--- src/rtl/mem_lsu_pkg.sv ---
// Shared definitions for the MEM-stage load/store unit.
// Op codes, bus constants, FSM states and the memory-op decoder.
package mem_lsu_pkg;

    localparam logic [31:0] ZeroWord   = 32'h0000_0000;
    localparam logic [4:0]  NOPRegAddr = 5'b00000;

    localparam logic [7:0] EXE_LB_OP  = 8'hE0;
    localparam logic [7:0] EXE_LH_OP  = 8'hE1;
    localparam logic [7:0] EXE_LW_OP  = 8'hE3;
    localparam logic [7:0] EXE_LBU_OP = 8'hE4;
    localparam logic [7:0] EXE_LHU_OP = 8'hE5;
    localparam logic [7:0] EXE_SB_OP  = 8'hE8;
    localparam logic [7:0] EXE_SH_OP  = 8'hE9;
    localparam logic [7:0] EXE_SW_OP  = 8'hEB;

    localparam logic [1:0] SZ_BYTE = 2'd0;
    localparam logic [1:0] SZ_HALF = 2'd1;
    localparam logic [1:0] SZ_WORD = 2'd2;

    typedef enum logic [1:0] {
        S_IDLE = 2'd0,
        S_REQ  = 2'd1,
        S_DONE = 2'd2
    } lsu_state_e;

    typedef struct packed {
        logic       valid;
        logic       is_load;
        logic       sext;
        logic [1:0] size;
    } mem_op_t;

    function automatic mem_op_t decode_op(input logic [7:0] op);
        mem_op_t d;
        d = '0;
        unique case (1'b1)
            (op == EXE_LB_OP):  d = '{1'b1, 1'b1, 1'b1, SZ_BYTE};
            (op == EXE_LH_OP):  d = '{1'b1, 1'b1, 1'b1, SZ_HALF};
            (op == EXE_LW_OP):  d = '{1'b1, 1'b1, 1'b0, SZ_WORD};
            (op == EXE_LBU_OP): d = '{1'b1, 1'b1, 1'b0, SZ_BYTE};
            (op == EXE_LHU_OP): d = '{1'b1, 1'b1, 1'b0, SZ_HALF};
            (op == EXE_SB_OP):  d = '{1'b1, 1'b0, 1'b0, SZ_BYTE};
            (op == EXE_SH_OP):  d = '{1'b1, 1'b0, 1'b0, SZ_HALF};
            (op == EXE_SW_OP):  d = '{1'b1, 1'b0, 1'b0, SZ_WORD};
            default:            d = '0;
        endcase
        return d;
    endfunction

endpackage

--- src/rtl/mem_lsu_align.sv ---
// Byte-lane steering for the LSU: lane enables, store replication,
// load extraction/extension and alignment check.
module lsu_align
    import mem_lsu_pkg::*;
#(
    parameter bit BIG_ENDIAN = 1'b1
) (
    input  logic [7:0]  aluop,
    input  logic [1:0]  offset,
    input  logic [31:0] reg2,
    input  logic [31:0] rdata,
    output logic        is_mem,
    output logic        is_load,
    output logic        misalign,
    output logic [3:0]  sel,
    output logic [31:0] wdata,
    output logic [31:0] rdata_ext
);

    mem_op_t     op;
    logic [1:0]  lane;
    logic        hi_half;
    logic [7:0]  b;
    logic [15:0] h;

    assign op      = decode_op(aluop);
    assign is_mem  = op.valid;
    assign is_load = op.is_load;

    always_comb begin
        lane      = BIG_ENDIAN ? 2'd3 - offset : offset;
        hi_half   = BIG_ENDIAN ? ~offset[1] : offset[1];
        b         = rdata[{lane, 3'b000} +: 8];
        h         = hi_half ? rdata[31:16] : rdata[15:0];
        misalign  = 1'b0;
        sel       = 4'b0000;
        wdata     = ZeroWord;
        rdata_ext = ZeroWord;
        if (op.valid) begin
            case (op.size)
                SZ_BYTE: begin
                    sel       = 4'b0001 << lane;
                    wdata     = {4{reg2[7:0]}};
                    rdata_ext = {{24{op.sext & b[7]}}, b};
                end
                SZ_HALF: begin
                    misalign  = offset[0];
                    sel       = hi_half ? 4'b1100 : 4'b0011;
                    wdata     = {2{reg2[15:0]}};
                    rdata_ext = {{16{op.sext & h[15]}}, h};
                end
                default: begin
                    misalign  = |offset;
                    sel       = 4'b1111;
                    wdata     = reg2;
                    rdata_ext = rdata;
                end
            endcase
        end
    end

endmodule

--- src/rtl/mem_lsu.sv ---
// MEM stage: pass-through for ALU ops, one req/ack bus transaction
// per load/store with pipeline stall and bus timeout.
module mem_lsu
    import mem_lsu_pkg::*;
#(
    parameter int TIMEOUT    = 16,
    parameter bit BIG_ENDIAN = 1'b1
) (
    input  logic        clk,
    input  logic        rst,
    input  logic [31:0] mem_wdata,
    input  logic [4:0]  mem_wd,
    input  logic        mem_wreg,
    input  logic [7:0]  mem_aluop,
    input  logic [31:0] mem_addr,
    input  logic [31:0] mem_reg2,
    output logic [31:0] wb_wdata,
    output logic [4:0]  wb_wd,
    output logic        wb_wreg,
    output logic        stallreq,
    output logic        bus_req,
    output logic        bus_we,
    output logic [31:0] bus_addr,
    output logic [3:0]  bus_sel,
    output logic [31:0] bus_wdata,
    input  logic [31:0] bus_rdata,
    input  logic        bus_ack,
    output logic        excpt_misalign,
    output logic        excpt_buserr
);

    localparam int CW = (TIMEOUT > 2) ? $clog2(TIMEOUT) : 1;
    localparam logic [CW-1:0] CNT_LAST = CW'(TIMEOUT - 2);

    lsu_state_e  state, nstate;
    logic [CW-1:0] cnt;
    logic        err;
    logic [31:0] ldata;
    logic        is_mem, is_load, misalign, valid, timeout;
    logic [3:0]  sel;
    logic [31:0] st_data, ld_ext;

    lsu_align #(.BIG_ENDIAN(BIG_ENDIAN)) u_align (
        .aluop     (mem_aluop),
        .offset    (mem_addr[1:0]),
        .reg2      (mem_reg2),
        .rdata     (bus_rdata),
        .is_mem    (is_mem),
        .is_load   (is_load),
        .misalign  (misalign),
        .sel       (sel),
        .wdata     (st_data),
        .rdata_ext (ld_ext)
    );

    assign valid   = is_mem & ~misalign;
    assign timeout = (state == S_REQ) & ~bus_ack & (cnt == CNT_LAST);

    always_ff @(posedge clk or negedge rst) begin
        if (!rst) state <= S_IDLE;
        else      state <= nstate;
    end

    always_comb begin
        nstate = state;
        unique case (state)
            S_IDLE:  if (valid) nstate = bus_ack ? S_DONE : S_REQ;
            S_REQ:   if (bus_ack || timeout) nstate = S_DONE;
            S_DONE:  nstate = S_IDLE;
            default: nstate = S_IDLE;
        endcase
    end

    // Counter, error flag and captured load data
    always_ff @(posedge clk or negedge rst) begin
        if (!rst) begin
            cnt   <= '0;
            err   <= 1'b0;
            ldata <= ZeroWord;
        end else if (state == S_REQ) begin
            if (bus_ack) begin
                ldata <= ld_ext;
            end else if (timeout) begin
                err   <= 1'b1;
                ldata <= ZeroWord;
            end else begin
                cnt <= cnt + 1'b1;
            end
        end else begin
            cnt <= '0;
            err <= 1'b0;
            if (state == S_IDLE && valid && bus_ack) ldata <= ld_ext;
        end
    end

    always_comb begin
        wb_wdata       = mem_wdata;
        wb_wd          = mem_wd;
        wb_wreg        = mem_wreg;
        stallreq       = 1'b0;
        bus_req        = 1'b0;
        bus_we         = 1'b0;
        bus_addr       = ZeroWord;
        bus_sel        = 4'b0000;
        bus_wdata      = ZeroWord;
        excpt_misalign = 1'b0;
        excpt_buserr   = 1'b0;
        if (!rst) begin
            wb_wdata = ZeroWord;
            wb_wd    = NOPRegAddr;
            wb_wreg  = 1'b0;
        end else if (misalign) begin
            wb_wreg        = 1'b0;
            excpt_misalign = 1'b1;
        end else if (is_mem) begin
            if (state == S_DONE) begin
                wb_wdata     = is_load ? ldata : mem_wdata;
                wb_wreg      = is_load & ~err & mem_wreg;
                excpt_buserr = err;
            end else begin
                wb_wreg   = 1'b0;
                stallreq  = 1'b1;
                bus_req   = 1'b1;
                bus_we    = ~is_load;
                bus_addr  = {mem_addr[31:2], 2'b00};
                bus_sel   = sel;
                bus_wdata = st_data;
            end
        end
    end

endmodule

--- config.mk ---
export PLATFORM = sky130hd
export DESIGN_NAME = mem_lsu
export DESIGN_NICKNAME = d
export VERILOG_FILES = /design/src/rtl/mem_lsu_pkg.sv /design/src/rtl/mem_lsu_align.sv /design/src/rtl/mem_lsu.sv
export SDC_FILE = /design/constraint.sdc
export NUM_CORES = 1
export LEC_CHECK = 0
export ABC_CLOCK_PERIOD_IN_PS = 3300
export CORE_MARGIN = 1.5
export CORE_UTILIZATION = 35
export CTS_CLUSTER_DIAMETER = 60
export DETAILED_ROUTE_END_ITERATION = 10
export GPL_ROUTABILITY_DRIVEN = 0
export HOLD_SLACK_MARGIN = 0.02
export PLACE_DENSITY = 0.81
export SETUP_SLACK_MARGIN = 0.3
export SYNTH_ARGS = -nofsm -noshare
export SYNTH_HDL_FRONTEND = slang
export SYNTH_HIERARCHICAL = 1
export SYNTH_SLANG_ARGS = --single-unit
--- constraint.sdc ---
create_clock -name clk -period 3.3 [get_ports clk]
set_input_delay 0.825 -clock clk [delete_from_list [all_inputs] [get_ports clk]]
set_output_delay 0.825 -clock clk [all_outputs]
set_load 0.01 [all_outputs]
==> results.py <==
metrics = {
    "min_path": {
        "holdPathEnd": "ldata[9]",
        "hp-start": "ldata[9]",
        "hold_class": "flip-flop to flip-flop",
        "hold-path-cell-count": 2,
    },
    "grt": {
        "track_usage": 0.2672,
        "grt_antenna_before_repair": 0,
        "grt_pass1_vias": 5449,
        "grt_pass1_wl_um": 28150,
        "overflow": 0,
        "grt_max_degree": 79,
    },
    "drt": {
        "drtIter0Drc": 374,
        "ant_nets": 0,
        "dr.pass1.iters": 5,
        "drc": 0,
        "wire_per_inst_um": 18.26,
        "drt-total-wl_um": 19170,
        "vias_per_cell": 5.158,
        "routed-via-count": 5416,
    },
    "floorplanning": {
        "die_area_um2": 13350,
        "fp-row-count": 40,
        "num_io_pins": 256,
        "die_h_um": 115.5,
        "initial_utilization": 0.3644,
        "die_width_um": 115.5,
        "core_area_um2": 12160,
    },
    "power": {
        "leakagePower_nw": 3.640,
        "finalPower_w": 0.001494,
        "p_per_area_nw_per_um2": 181.1,
        "peakVddDrop_mv": 0.1883,
    },
    "outcome": {
        "status": "finished with violations",
        "violations": "setup timing",
    },
    "cts": {
        "cts_made_buffers": 5,
        "htree_levels": 2,
        "clock_latency_ps": 280,
        "clockBufferDepth": 2,
        "ctsHoldBuffers": 0,
        "cts.sinks": 39,
        "clk_pin_slew_worst_paths_ps": 60,
        "cts_root_buffer": "clkbuf_16",
        "cts_tree": "built",
    },
    "yosys": {
        "synth_ff_type": "dfrtp_1",
        "yosys.area.top_type": "dfrtp_1",
        "yosys_warnings": 6,
        "synthesis.area_um2": 4432,
        "synth_edf_count": 0,
        "yosysTopAreaCellShare": 0.2202,
        "async_reset_ff_frac": 1.000,
        "synth_most_common_cell": "nand2_1",
        "synth_common_cells": "nand2_1 (115), and2_1 (80), mux2i_1 (48), nor2_1 (48), o21ai_0 (45)",
        "ys_seq_area_frac": 0.2202,
        "synth_cell_types": 51,
        "synth_area_leaders": "dfrtp_1 (22%), and2_1 (11%), mux2i_1 (11%)",
        "postSynthCellCount": 598,
        "ys_seq_elements": 39,
        "syn-mean-instance-area_um2": 7.411,
    },
    "setup_path": {
        "required_ps": 2470,
        "reg2reg_depth": 6,
        "worstSetupPathType": "primary input to output port",
        "r2r-end": "ldata[11]",
        "r2r-start": "cnt[0]",
        "worstPathMaxFanout": 8,
        "cp-end-kind": "output port",
        "arrival_ps": 2560,
        "worstSetupStartpointType": "primary input",
        "r2r_slack_ps": 1640,
    },
    "layout": {
        "area_growth_pct": 86.17,
        "nFillCells": 1000,
        "diodes": 0,
        "final_area_um2": 8250,
        "drive_gt1_frac": 0.4014,
        "nNetsFinal": 1028,
    },
    "sta": {
        "finClkSkew_ps": 5.904,
        "worst_pin_slew_ps": 496.7,
        "hold_viol_final": 0,
        "drv_slew": 0,
        "layout_setup_ws_ps": -89.99,
        "min_period_ps": 3390,
        "rsz0062_at_grt": "yes",
        "setup_viol_count_final": 16,
        "fmaxAchievable_mhz": 295.0,
        "timing.slew.headroom": 0.6673,
        "hold-worst-slack_ps": 519.2,
        "period_share": 1.027,
        "tns_ps": -754.2,
    },
    "run": {
        "max_cap_viol_count": 0,
    },
    "place": {
        "placed_cell_area_um2": 7445,
        "io_buffers": 253,
        "dpl.hpwl_um": 12670,
    },
}
==> through the flow <==
stage	instances	setup WS, ps	util
finish	1050	-89.99	0.6784
global route	1050	-188.3	0.6784
CTS	1042	-54.04	0.6631
detailed placement	1006	-786.7	0.6121
global placement	1006	-761.9	0.6121
floorplan	599	100.4	-
==> area by class of cell <==
class / count / area, um2 / share of cell area
Clock buffer: 7 / 152.6 / 0.01850
Clock inverter: 1 / 7.507 / 0.0009099
Inverter: 45 / 168.9 / 0.02047
Multi-Input combinational cell: 462 / 3364 / 0.4078
Sequential cell: 39 / 975.9 / 0.1183
Tap cell: 168 / 210.2 / 0.02548
Timing Repair Buffer: 328 / 3371 / 0.4086
==> cell usage in the layout, fill, tap and decap left out, drive strengths merged, types with 3 or more instances in the layout <==
cell type and count:
a21boi 34, a21oi 17, a22oi 9, and2 80, buf 182, clkbuf 8, clkdlybuf4s15 4, clkdlybuf4s50 138
dfrtp 39, inv 45, mux2 9, mux2i 48, mux4 8, nand2 117, nand3 4, nor2 49
nor2b 4, nor3 3, o21ai 47, o221a 7
==> registers in the layout, summed over array words and instances (netlist names) <==
name   count
state      2
ldata     32
cnt        4
err        1
==> where the power goes <==
part	leakage [nW]	total, W	internal, W	switching (W)
logic	3.02	0.000484	0.000286	0.000198
clock network	0.0761	0.000521	0.000322	0.000199
registers	0.544	0.000489	0.000485	0.00000461
total	3.64	0.00149	0.00109	0.000402
==> cells by family (layout without fill, tap and decap cells) <==
group                      count (synthesis)  count (layout)  synth area share
AOI/OAI and AO/OA                        123             123            0.1878
and+or+nand+nor                          267             267            0.2902
xor gates and xnor gates                   3               3          0.005930
DFF                                       39              39            0.2202
muxes                                     65              65            0.1779
other                                      1               2         0.0008462
buffers and inverters                     98             381            0.1115
adders and majority gates                  2               2          0.005646
==> per-layer routing <==
| layer | track usage | share of wire | routed length, um |
|---|---|---|---|
| met3 | 0.05021 | 0.077 | 1475 |
| met2 | 0.4690 | 0.51 | 9690 |
| met4 | 0.07407 | 0.023 | 435 |
| met1 | 0.3354 | 0.39 | 7570 |
| met5 | 0 | 0 | 0 |
==> critical path, cell delays in order <==
cell and delay [ps]:
buf_6 90, nand4b_1 200, nor3_2 230, a21oi_2 80
nor2_2 160, nor2b_4 70, nand2_2 90, nor2_4 50
buf_6 120, buf_12 140, buf_12 120, buf_16 130
and2_4 140, buf_6 110
==> worst max-delay path by stage <==
stage            startpoint           end  cells after the start
2_1_floorplan  mem_aluop[4]  bus_addr[10]                     12
3_3_place_gp   mem_aluop[6]  wb_wdata[27]                     10
3_5_place_dp   mem_aluop[6]  wb_wdata[21]                     11
4_1_cts        mem_aluop[4]  bus_addr[12]                     14
5_1_grt        mem_aluop[4]  bus_addr[12]                     14
6_report       mem_aluop[4]  bus_addr[12]                     14
==> repair_timing <==
| action | CTS | global route |
|---|---|---|
| gates resized for setup | 550 | 67 |
| setup buffers | 19 | 6 |
| pin swaps | 17 | 14 |
| endpoints found under the setup margin | 104 | 104 |
| gates cloned | 9 | 2 |
No activity file was read; power rests on OpenSTA's default activity.
